## src/rtl/lcd_cmd_arbiter_pkg.sv

```systemverilog
// Shared definitions for the two-requester lcd_ctrl command arbiter:
// command codes, FSM state encoding and default image/window sizes.
package lcd_pkg;

    localparam logic [2:0] CMD_REFLASH = 3'd0;
    localparam logic [2:0] CMD_LOAD    = 3'd1;
    localparam logic [2:0] CMD_SHR     = 3'd2;
    localparam logic [2:0] CMD_SHL     = 3'd3;
    localparam logic [2:0] CMD_SHU     = 3'd4;
    localparam logic [2:0] CMD_SHD     = 3'd5;

    localparam int IMG_PIX_DEF = 36;
    localparam int WIN_PIX_DEF = 9;
    localparam int TIMEOUT_DEF = 64;

    typedef enum logic [1:0] {
        ST_IDLE,
        ST_ISSUE,
        ST_LOAD,
        ST_COLLECT
    } state_t;

    // Codes above the last shift command have no meaning to lcd_ctrl.
    function automatic logic cmd_is_legal(input logic [2:0] cmd);
        return (cmd <= CMD_SHD);
    endfunction

endpackage

```

## src/rtl/lcd_cmd_arbiter_rr_pick.sv

```systemverilog
// Two-way round-robin picker: when both requesters are valid the pointer
// decides, otherwise the lone valid requester wins.
module lcd_rr_pick (
    input  logic [1:0] valid,
    input  logic       ptr,
    output logic [1:0] grant,
    output logic       win
);

    // Select the winner index and expand it to a one-hot grant.
    always_comb begin
        win   = 1'b0;
        grant = 2'b00;
        case (valid)
            2'b01:   win = 1'b0;
            2'b10:   win = 1'b1;
            2'b11:   win = ptr;
            default: win = 1'b0;
        endcase
        if (valid != 2'b00) begin
            grant = win ? 2'b10 : 2'b01;
        end
    end

endmodule

```

## src/rtl/lcd_cmd_arbiter.sv

```systemverilog
// Shares one lcd_ctrl between two command sources. One command is in
// flight at a time: it is issued, the 6x6 image is streamed for loads,
// and the 3x3 output window is routed back to whoever owns the grant.
module lcd_cmd_arbiter
    import lcd_pkg::*;
#(
    parameter int DATA_W  = 8,
    parameter int IMG_PIX = IMG_PIX_DEF,
    parameter int WIN_PIX = WIN_PIX_DEF,
    parameter int TIMEOUT = TIMEOUT_DEF
) (
    input  logic              clk,
    input  logic              reset,
    input  logic [1:0]        req_valid,
    input  logic [2:0]        req_cmd0,
    input  logic [2:0]        req_cmd1,
    output logic [1:0]        req_ready,
    output logic [1:0]        ld_pull,
    input  logic [DATA_W-1:0] ld_data0,
    input  logic [DATA_W-1:0] ld_data1,
    output logic [1:0]        rsp_valid,
    output logic [DATA_W-1:0] rsp_data,
    output logic [1:0]        rsp_done,
    output logic [1:0]        rsp_err,
    output logic [2:0]        lcd_cmd,
    output logic              lcd_cmd_valid,
    output logic [DATA_W-1:0] lcd_datain,
    input  logic              lcd_busy,
    input  logic [DATA_W-1:0] lcd_dataout,
    input  logic              lcd_output_valid,
    output logic              owner,
    output logic              active
);

    localparam int PIX_W = $clog2(IMG_PIX);
    localparam int WIN_W = $clog2(WIN_PIX);
    localparam int TMO_W = $clog2(TIMEOUT + 1);

    localparam logic [PIX_W-1:0] PIX_LAST  = PIX_W'(IMG_PIX - 1);
    localparam logic [WIN_W-1:0] WIN_LAST  = WIN_W'(WIN_PIX - 1);
    localparam logic [TMO_W-1:0] TMO_LIMIT = TMO_W'(TIMEOUT);

    state_t              state_q, state_d;
    logic                rr_ptr_q, rr_ptr_d;
    logic                owner_q, owner_d;
    logic [2:0]          cmd_q, cmd_d;
    logic [PIX_W-1:0]    pix_cnt_q, pix_cnt_d;
    logic [WIN_W-1:0]    win_cnt_q, win_cnt_d;
    logic [TMO_W-1:0]    tmo_cnt_q, tmo_cnt_d;
    logic [DATA_W-1:0]   datain_q, datain_d;
    logic [1:0]          err_q, err_d;

    logic [1:0]          arb_valid;
    logic [1:0]          grant;
    logic                win;
    logic [2:0]          sel_cmd;
    logic                sel_legal;
    logic [1:0]          owner_oh;
    logic                pulling;
    logic                win_last;
    logic                tmo_hit;
    logic [DATA_W-1:0]   ld_byte;

    // Arbitration is only offered while idle and lcd_ctrl is free.
    assign arb_valid = (state_q == ST_IDLE && !lcd_busy) ? req_valid : 2'b00;

    lcd_rr_pick u_pick (
        .valid (arb_valid),
        .ptr   (rr_ptr_q),
        .grant (grant),
        .win   (win)
    );

    assign sel_cmd   = win ? req_cmd1 : req_cmd0;
    assign sel_legal = cmd_is_legal(sel_cmd);
    assign owner_oh  = owner_q ? 2'b10 : 2'b01;
    assign ld_byte   = owner_q ? ld_data1 : ld_data0;
    // The ISSUE cycle of a load already pulls byte 0, LOAD pulls the rest.
    assign pulling   = (state_q == ST_ISSUE && cmd_q == CMD_LOAD) || (state_q == ST_LOAD);
    assign win_last  = (state_q == ST_COLLECT) && lcd_output_valid && (win_cnt_q == WIN_LAST);
    assign tmo_hit   = (state_q == ST_COLLECT) && !lcd_output_valid && (tmo_cnt_q == TMO_LIMIT);

    // State and datapath registers, all cleared at once by reset.
    always_ff @(posedge clk or posedge reset) begin
        if (reset) begin
            state_q   <= ST_IDLE;
            rr_ptr_q  <= 1'b0;
            owner_q   <= 1'b0;
            cmd_q     <= 3'd0;
            pix_cnt_q <= '0;
            win_cnt_q <= '0;
            tmo_cnt_q <= '0;
            datain_q  <= '0;
            err_q     <= 2'b00;
        end else begin
            state_q   <= state_d;
            rr_ptr_q  <= rr_ptr_d;
            owner_q   <= owner_d;
            cmd_q     <= cmd_d;
            pix_cnt_q <= pix_cnt_d;
            win_cnt_q <= win_cnt_d;
            tmo_cnt_q <= tmo_cnt_d;
            datain_q  <= datain_d;
            err_q     <= err_d;
        end
    end

    // Next-state logic: grant, issue, stream the image, collect the window.
    always_comb begin
        state_d   = state_q;
        rr_ptr_d  = rr_ptr_q;
        owner_d   = owner_q;
        cmd_d     = cmd_q;
        pix_cnt_d = pix_cnt_q;
        win_cnt_d = win_cnt_q;
        tmo_cnt_d = tmo_cnt_q;
        err_d     = 2'b00;
        datain_d  = pulling ? ld_byte : datain_q;

        case (state_q)
            ST_IDLE: begin
                if (grant != 2'b00) begin
                    if (!sel_legal) begin
                        // Swallow the bad command and let the other side go next.
                        err_d    = grant;
                        rr_ptr_d = ~win;
                    end else begin
                        cmd_d   = sel_cmd;
                        owner_d = win;
                        state_d = ST_ISSUE;
                    end
                end
            end
            ST_ISSUE: begin
                win_cnt_d = '0;
                tmo_cnt_d = '0;
                if (cmd_q == CMD_LOAD) begin
                    // Byte 0 is pulled in this cycle, so LOAD resumes at index 1.
                    pix_cnt_d = PIX_W'(1);
                    state_d   = ST_LOAD;
                end else begin
                    state_d   = ST_COLLECT;
                end
            end
            ST_LOAD: begin
                if (pix_cnt_q == PIX_LAST) begin
                    win_cnt_d = '0;
                    tmo_cnt_d = '0;
                    state_d   = ST_COLLECT;
                end else begin
                    pix_cnt_d = pix_cnt_q + PIX_W'(1);
                end
            end
            ST_COLLECT: begin
                if (lcd_output_valid) begin
                    tmo_cnt_d = '0;
                    if (win_last) begin
                        rr_ptr_d = ~owner_q;
                        state_d  = ST_IDLE;
                    end else begin
                        win_cnt_d = win_cnt_q + WIN_W'(1);
                    end
                end else if (tmo_hit) begin
                    rr_ptr_d = ~owner_q;
                    state_d  = ST_IDLE;
                end else begin
                    tmo_cnt_d = tmo_cnt_q + TMO_W'(1);
                end
            end
            default: state_d = ST_IDLE;
        endcase
    end

    // Output decode; responses pass straight through while collecting.
    always_comb begin
        req_ready     = reset ? 2'b00 : grant;
        lcd_cmd_valid = (state_q == ST_ISSUE);
        ld_pull       = pulling ? owner_oh : 2'b00;
        rsp_valid     = (state_q == ST_COLLECT && lcd_output_valid) ? owner_oh : 2'b00;
        rsp_data      = (state_q == ST_COLLECT) ? lcd_dataout : '0;
        rsp_done      = win_last ? owner_oh : 2'b00;
        rsp_err       = err_q | (tmo_hit ? owner_oh : 2'b00);
        lcd_cmd       = cmd_q;
        lcd_datain    = datain_q;
        owner         = owner_q;
        active        = (state_q != ST_IDLE);
    end

endmodule

```

## config.mk

```make
export PLATFORM = sky130hd
export DESIGN_NAME = lcd_cmd_arbiter
export DESIGN_NICKNAME = d
export VERILOG_FILES = /design/src/rtl/lcd_cmd_arbiter_pkg.sv /design/src/rtl/lcd_cmd_arbiter_rr_pick.sv /design/src/rtl/lcd_cmd_arbiter.sv
export SDC_FILE = /design/constraint.sdc
export NUM_CORES = 1
export LEC_CHECK = 0
export CORE_MARGIN = 1
export CORE_UTILIZATION = 46
export DETAILED_ROUTE_END_ITERATION = 7
export GPL_TIMING_DRIVEN = 1
export MAX_ROUTING_LAYER = met4
export PLACE_DENSITY = 0.82
export SKIP_CTS_REPAIR_TIMING = 1
export SLEW_MARGIN = 30
export SYNTH_ARGS = -nofsm -noshare
export SYNTH_HDL_FRONTEND = slang
export SYNTH_HIERARCHICAL = 1
export SYNTH_SLANG_ARGS = --single-unit
```

## constraint.sdc

```tcl
create_clock -name clk -period 2.8 [get_ports clk]
set_input_delay 0.56 -clock clk [delete_from_list [all_inputs] [get_ports clk]]
set_output_delay 0.56 -clock clk [all_outputs]
set_load 0.03 [all_outputs]
```

==> impl_results.md <==
- Status: complete, no violations
- Die Span Y: slightly below 70 um
- Placed cell area: about 2900 um^2
- CTS sink count: 34
- Drt total wl: around 5200 um
- Port bufs: 67
- Most frequent cells after synthesis: dfrtp_1 (34), nand2_1 (24), o21ai_0 (24)
- Final Hold Vio Count: 0
- Num ports: between 60 and 70
- Largest net degree at the start of global routing: 22
- Final slew viol count: 0
- Crit. End Element: output pin
- Share of cells above drive strength 1: ~14%
- Via count: between 1500 and 2000
- PD cells: between 900 and 1000 nW/um^2
- Post-synthesis cell type count: 43
- Critical Setup Path Class: flop to output pin
- Fmax: ~380 MHz
- Post-synth ARST share: 100.0%
- Final #Nets: around 350
- CTS Root Cell: clkbuf_8
- Area share of the largest cell type after synthesis: 40.60%
- Total GRT Usage: roughly 23%
- Drt pass-1 iters: 6
- DR iter-0 viols: approximately 130
- CP Launch Type: flop
- Main synth FF type: dfrtp_1
- Post-synth design cell area: roughly 2100 um^2
- # fillers: approximately 320
- Syn Inst Count: roughly 230
- Core area: approximately 4400 um^2
- Period utilization: between 90 and 100%
- Skew final: about 0.0032 ns
- Footprint of the multi-input gates: about 1200 um^2
- Clk pin slew, worst setup/hold paths: ~0.07 ns
- Num CTS Buffers: 5
- Slew margin rel.: approximately three fifths
- Top post-synthesis cells by area: dfrtp_1 (41%), mux2i_1 (6.2%), ha_1 (6.0%)
- Sequential fraction of the synthesis area: 40.60%
- Dominant cell type by area after synthesis: dfrtp_1
- Post-DR wirelength/cell: ~14 um
- # diodes: 0
- DRT antenna net count: 0
- Via density: around 5.4
- Synth warnings: 6
- Worst-margin pin slew: between 0.5 and 0.6 ns
- Vias in the first global route: 1905
- WP data arrival: ~2.1 ns
- Clk Latency, worst-skew pair: around 0.29 ns
- Starting Density: around half
- Setup violations, final: 0
- Maxcap violations: 0
- Final min period: around 2.6 ns
- Count leader, synth: dfrtp_1
- Global-route wire length before repair: around 8600 um
- Crit path launch: state_q[1]
- Final WS setup: between 0.15 and 0.2 ns
- RSZ-0062 raised after global routing: no
- Design Area, Final: just over 3000 um^2
- CP max FO: 9
- Site Rows: 24
- CTS tree: done
- FF-to-FF Start: state_q[0]
- Initial antenna violation count: 0
- Storage cell area: 850.8 um^2
- Worst hold-check path type: flop to flop
- FF+latch count, synth: 34
- H-tree Lvls: 2
- Clock Path Buffers: 2
- VDD IR max: 0.0005962 V
- CP required: roughly 2.2 ns
- Post-synth EDFFs: 0
- Drt drc: 0
- Area Growth Syn to Fin: 46.33%
- Tot Pwr: between 0.003 and 0.004 W
- HPWL after detailed placement: between 3000 and 4000 um
- Setup WS pre-CTS: between 0.03 and 0.04 ns
- Synthesized net count: about 270
- Mean post-synth cell area: between 9 and 10 um^2
- Die Footprint: 4830 um^2
- Beginning of the worst hold path: lcd_datain[4]
- Static Leak: about 1.3 nW
- Grt ovf: 0
- Routability Congestion: 0.8527
- Die W: 69.50 um
sequential cells by signal, indices dropped and copies added (netlist names):
signal and count:
owner 1, pix_cnt_q 6, rr_ptr_q 1, lcd_cmd 3
lcd_datain 8, state_q 2, tmo_cnt_q 7, win_cnt_q 4
err_q 2
layer usage:
metal | up-vias | global-route usage (%) | routed length, um | share of wire [%]
li1 | 961 | - | - | -
met1 | 911 | 27.50 | 2242 | 43
met2 | 64 | 37.65 | 2585 | 50
met3 | 8 | 6.250 | 280 | 5.4
met4 | 0 | 8.844 | 107 | 2.1
met5 | - | - | 0 | 0
worst paths after layout:
check	slack (ns)	to	depth (start not counted)
setup / recovery	0.15	ld_pull[0]	5
hold / removal	0.49	lcd_datain[4]	2
setup reg to reg	0.29	rr_ptr_q	9
hold reg to reg	0.49	lcd_datain[4]	2
max in group asynchronous	1.59	pix_cnt_q[3]	3
min in group asynchronous	0.69	lcd_cmd[2]	2
critical path, stage by stage, from the launching register on:
cell             delay (ns)
dfrtp_1                0.41
inv_1                  0.14
ha_1                   0.29
a21oi_2                0.15
nor2_1                 0.12
clkdlybuf4s50_1        0.68
cell families after synthesis:
logic type,after synthesis,synth area share [%]
compound gates,63,20.00
fa+ha+maj,10,5.970
buf+inv,21,3.939
flops,34,40.60
mux,14,6.746
simple gates,86,22.75
where the power goes:
group          leakage [nW]  total, W  switching, W  internal (W)
registers             0.438  0.000780      0.000142      0.000638
logic                 0.835   0.00168      0.000972      0.000709
clock network        0.0714  0.000571      0.000191      0.000380
final cells by class:
cell class / instances / share of cell area (%)
Multi-Input combinational cell: 173 / 38.84
Sequential cell: 34 / 27.74
Timing Repair Buffer: 80 / 25.05
Clock buffer: 6 / 2.693
Tap cell: 52 / 2.122
Clock inverter: 2 / 1.958
Inverter: 13 / 1.591
placed cells by master, fill, tap and decap left out, types with 2 or more instances in the layout:
cell,count
buf_4,17
inv_1,12
nor2_1,13
bufinv_16,2
clkbuf_8,6
a21oi_2,2
a31oi_1,3
o31ai_1,7
nand3_1,9
a21o_1,5
nor3b_2,3
mux2i_1,13
ha_1,9
clkdlybuf4s50_1,62
a21oi_1,8
and3_1,2
nand4_1,2
and2_1,14
nand3b_1,2
nor3_1,5
a21boi_1,3
nor2b_1,3
nand2b_1,3
nand2_1,24
dfrtp_1,34
o21ai_0,24
stage by stage:
stage,setup TNS [ns],cells,util (%),hold WS (ns)
2_1_floorplan,0,228,-,0.4457
3_3_place_gp,0,352,66.49,0.4614
3_5_place_dp,0,352,66.49,0.4743
4_1_cts,-0.04897,360,69.77,0.4890
5_1_grt,0,360,70.43,0.5120
6_report,0,360,70.43,0.4889
No activity file was read; power rests on OpenSTA's default activity.
